[src/rtl/multicycle_controller.sv]
// multicycle_controller: main control FSM for the multi-cycle MIPS datapath,
// sequencing fetch/decode/execute and driving every datapath select and enable.
module multicycle_controller #(
  parameter int CNT_W = 32
) (
  input  logic             clk,
  input  logic             reset_n,
  input  logic             run,
  input  logic [5:0]       opcode,
  input  logic             mem_ready,
  output logic             mem_read,
  output logic             mem_write,
  output logic             i_or_d,
  output logic             ir_write,
  output logic             pc_write,
  output logic             pc_write_cond,
  output logic [1:0]       pc_source,
  output logic             alu_src_a,
  output logic [1:0]       alu_src_b,
  output logic [1:0]       alu_op,
  output logic             reg_dest,
  output logic             mem_to_reg,
  output logic             reg_write,
  output logic [3:0]       state,
  output logic             halted,
  output logic [CNT_W-1:0] instr_count
);
  typedef enum logic [3:0] {
    IDLE     = 4'd0,
    FETCH    = 4'd1,
    DECODE   = 4'd2,
    MEM_ADDR = 4'd3,
    MEM_RD   = 4'd4,
    MEM_WB   = 4'd5,
    MEM_WR   = 4'd6,
    EXECUTE  = 4'd7,
    ALU_WB   = 4'd8,
    BRANCH   = 4'd9,
    JUMP     = 4'd10,
    TRAP     = 4'd11
  } state_t;
  localparam logic [5:0] OP_R   = 6'b000000;
  localparam logic [5:0] OP_LW  = 6'b100011;
  localparam logic [5:0] OP_SW  = 6'b101011;
  localparam logic [5:0] OP_BEQ = 6'b000100;
  localparam logic [5:0] OP_J   = 6'b000010;
  state_t cur, nxt;
  logic done;
  always_ff @(posedge clk or negedge reset_n) begin
    if (!reset_n) begin
      cur         <= IDLE;
      instr_count <= '0;
    end else begin
      cur <= nxt;
      if (done) instr_count <= instr_count + CNT_W'(1);
    end
  end
  always_comb begin
    nxt           = cur;
    done          = 1'b0;
    mem_read      = 1'b0;
    mem_write     = 1'b0;
    i_or_d        = 1'b0;
    ir_write      = 1'b0;
    pc_write      = 1'b0;
    pc_write_cond = 1'b0;
    pc_source     = 2'b00;
    alu_src_a     = 1'b0;
    alu_src_b     = 2'b00;
    alu_op        = 2'b00;
    reg_dest      = 1'b0;
    mem_to_reg    = 1'b0;
    reg_write     = 1'b0;
    halted        = 1'b0;
    case (cur)
      IDLE: nxt = run ? FETCH : IDLE;
      FETCH: begin
        mem_read  = 1'b1;
        alu_src_b = 2'b01;
        ir_write  = mem_ready;
        pc_write  = mem_ready;
        nxt       = mem_ready ? DECODE : FETCH;
      end
      DECODE: begin
        alu_src_b = 2'b11;
        nxt = opcode == OP_R                     ? EXECUTE  :
              (opcode == OP_LW || opcode == OP_SW) ? MEM_ADDR :
              opcode == OP_BEQ                   ? BRANCH   :
              opcode == OP_J                     ? JUMP     : TRAP;
      end
      MEM_ADDR: begin
        alu_src_a = 1'b1;
        alu_src_b = 2'b10;
        nxt       = opcode == OP_LW ? MEM_RD : MEM_WR;
      end
      MEM_RD: begin
        mem_read = 1'b1;
        i_or_d   = 1'b1;
        nxt      = mem_ready ? MEM_WB : MEM_RD;
      end
      MEM_WB: begin
        mem_to_reg = 1'b1;
        reg_write  = 1'b1;
        done       = 1'b1;
      end
      MEM_WR: begin
        mem_write = 1'b1;
        i_or_d    = 1'b1;
        done      = mem_ready;
      end
      EXECUTE: begin
        alu_src_a = 1'b1;
        alu_op    = 2'b10;
        nxt       = ALU_WB;
      end
      ALU_WB: begin
        reg_dest  = 1'b1;
        reg_write = 1'b1;
        done      = 1'b1;
      end
      BRANCH: begin
        alu_src_a     = 1'b1;
        alu_op        = 2'b01;
        pc_write_cond = 1'b1;
        pc_source     = 2'b01;
        done          = 1'b1;
      end
      JUMP: begin
        pc_write  = 1'b1;
        pc_source = 2'b10;
        done      = 1'b1;
      end
      TRAP: halted = 1'b1;
      default: nxt = IDLE;
    endcase
    // a retiring instruction always finishes; run only decides whether to fetch again
    if (done) nxt = run ? FETCH : IDLE;
  end
  assign state = cur;
endmodule

[config.mk]
export PLATFORM = sky130hd
export DESIGN_NAME = multicycle_controller
export DESIGN_NICKNAME = d
export VERILOG_FILES = /design/src/rtl/multicycle_controller.sv
export SDC_FILE = /design/constraint.sdc
export NUM_CORES = 1
export LEC_CHECK = 0
export CAP_MARGIN = 20
export CORE_MARGIN = 3
export CORE_UTILIZATION = 50
export DETAILED_ROUTE_END_ITERATION = 12
export HOLD_SLACK_MARGIN = 0.12
export PLACE_DENSITY = 0.89
export SLEW_MARGIN = 10
export SYNTH_ARGS = -nofsm -noshare
export SYNTH_HDL_FRONTEND = slang
export SYNTH_SLANG_ARGS = --single-unit
export TNS_END_PERCENT = 20
[constraint.sdc]
create_clock -name clk -period 4.8 [get_ports clk]
set_input_delay 1.44 -clock clk [delete_from_list [all_inputs] [get_ports clk]]
set_output_delay 1.44 -clock clk [all_outputs]
set_load 0.02 [all_outputs]
==> results_dict.tcl <==
set metrics [dict create \
    finalWirelength_um 4761 \
    path_class "primary input to output pin" \
    seq_area_sq_um 900.9 \
    crit_chain "clkdlybuf4s50_1, nand4b_1, o21ai_1, clkdlybuf4s50_1" \
    async_flop_share 1.000 \
    cts_tree "done" \
    drt_pre_antenna_iters 5 \
    cts_root_buf "clkbuf_8" \
    maxCapViolations 0 \
    synth-seq-cells 36 \
    synthMuxAreaShare 0.01570 \
    final_nets 280 \
    grt_pass1_vias 1761 \
    cp-start-kind "primary input" \
    syn-num-nets 220 \
    synth_top_family_by_area "simple AND/OR/NAND/NOR gates" \
    ant_nets 0 \
    synth_area_sq_mm 0.001992 \
    die_width_um 69.12 \
    worstSkewPairLatency_ns 0.28 \
    finalHoldViolCount 0 \
    rrSetupSlack_ns 2.62 \
    yosys_warnings 0 \
    fmax_ghz 0.2278 \
    vdd_drop_max_v 0.0003601 \
    post_cts_buffers 0 \
    tns_ns 0 \
    via_count 1749 \
    finalSetupViolations 0 \
    place_ws_ns 0.3994 \
    synth_top_area_cell "dfrtp_1" \
    pin_count 63 \
    grt_pass1_wl_um 8231 \
    worstPathArrival_ns 2.95 \
    synth_fa_ha_area_frac 0.006281 \
    drv_slew 0 \
    setup_slack_ns 0.4094 \
    synth_area_leaders "dfrtp_1, xor2_1, xnor2_1, nor4_1, nand2_1" \
    synthCells 209 \
    required_ns 3.36 \
    die_area_sq_mm 0.004777 \
    die_h_um 69.12 \
    io_buffers 62 \
    critPathSlowestCell "clkdlybuf4s50_1" \
    synth_compound_gate_area_share 0.05402 \
    critPathMaxStageDelay_ns 0.62 \
    htree_levels 2 \
    drtIter0Drc 144 \
    drive_gt1_frac 0.05185 \
    tightest_slew_ns 0.6475 \
    cts.sinks 36 \
    skew_ns 0.007436 \
    finalCriticalPeriod_ns 4.391 \
    grt_max_degree 37 \
    p_per_area_mw_per_mm2 447.7 \
    leakagePower_nw 1.201 \
    rsz0062_at_grt "no" \
    cts_resized 0 \
    gp_congestion 0.7945 \
    status "finished clean" \
    fin_crit_sh 0.9147 \
    track_usage 0.2083 \
    grt_overflow 0 \
    cts_buffers 5 \
    synth_ff_type "dfrtp_1" \
    cpMostUsedCell "clkdlybuf4s50_1" \
    vias_per_cell 5.500 \
    avgSynthCellArea_sq_um 9.531 \
    clock_path_buffers 2 \
    path_max_fanout 7 \
    ys_types 40 \
    core_sq_mm 0.003744 \
    crit_path_end_kind "output pin" \
    synth_enable_flop_cells 0 \
    multi_input_area_sq_mm 0.001026 \
    synth-simple-area-share 0.2902 \
    synth_top_cells_by_count "dfrtp_1, xor2_1, nand2_1" \
    cts_hold_buffers 0 \
    path_clk_slew_ns 0.07 \
    relSlewSlack 0.5683 \
    hold-worst-slack_ns 0.4738 \
    initial_core_util 0.5321 \
    drc 0 \
    synth_top_area_share 0.4523 \
    synthMostInstantiatedCell "dfrtp_1" \
    ys_seq_area_frac 0.4523 \
    num-fill-cells 293 \
    dp_hpwl_um 3415 \
    grt_antenna_before_repair 0 \
    fp-row-count 22 \
    hold_class "flop to flop" \
    wire_per_inst_um 14.97 \
    antenna_cells 0 \
    yosys.area_share.xor_xnor 0.1451 \
    area_growth_pct 37.69 \
]
==> metrics by stage <==
step | utilization | total power, W | std cells | area (sq um)
6_report | 0.7326 | 0.001228 | 318 | 2743
5_1_grt | 0.7326 | 0.001311 | 318 | 2743
4_1_cts | 0.7326 | 0.001235 | 318 | 2743
3_5_place_dp | 0.7076 | 0.001012 | 310 | 2649
3_3_place_gp | 0.7076 | 0.001005 | 310 | 2649
2_1_floorplan | - | 0.0007729 | 209 | 1992
==> power by group <==
part	switching (W)	internal (W)
logic	0.000299	0.000271
registers	0.0000980	0.000338
clock network	0.000106	0.000117
==> logic make-up (layout without fill, tap and decap cells) <==
logic type	Yosys count	in the layout
buffers and inverters	17	78
adder cells (fa/ha/maj)	1	1
multiplexers	3	3
AND/OR/NAND/NOR	104	104
flip-flops	36	36
XOR/XNOR	33	33
AO/OA/AOI/OAI	15	15
==> cell type report <==
class                   instances  area share
well taps                      48     0.02190
flip-flops and latches         36      0.3285
clock buffers                   7     0.03148
repair buffers                 65      0.2345
clock inverters                 1    0.002737
inverters                       5    0.006843
multi-input cells             156      0.3741
==> state kept, by name, indices dropped and copies added (netlist names) <==
name and flops:
instr_count 32, state 4
==> final timing paths <==
path	start	end	depth (start not counted)
max in group asynchronous	reset_n	state[3]	2
min in group asynchronous	reset_n	instr_count[30]	2
max	mem_ready	pc_write	4
max reg2reg	state[3]	instr_count[25]	6
min	instr_count[31]	instr_count[31]	1
min reg2reg	instr_count[31]	instr_count[31]	1
==> routing by layer <==
metal	track usage	routed length (um)	vias up
li1	-	-	862
met1	0.2632	2028	833
met2	0.3591	2508	50
met3	0.03936	179	4
met4	0.06508	44	0
met5	0	0	-
==> critical path: cells and delay by family <==
kind            cells  cell delay [ns]
simple gates        1             0.16
compound gates      1             0.13
buf+inv             2             1.22
==> cells in the final DEF, fill, tap and decap left out, types with 3 or more instances in the layout <==
cell type,netlist,final
nand3_1,9,9
nand4_1,10,10
nand2b_1,4,4
nor2_1,12,12
and4_1,5,5
nor3_1,13,13
dfrtp_1,36,36
inv_1,4,4
nor4_1,11,11
buf_4,2,3
nand2_1,18,18
clkbuf_8,0,6
xnor2_1,14,14
and3_1,3,3
and2_1,10,10
xor2_1,19,19
clkdlybuf4s50_1,0,62
(Power assumes the default switching activity.)
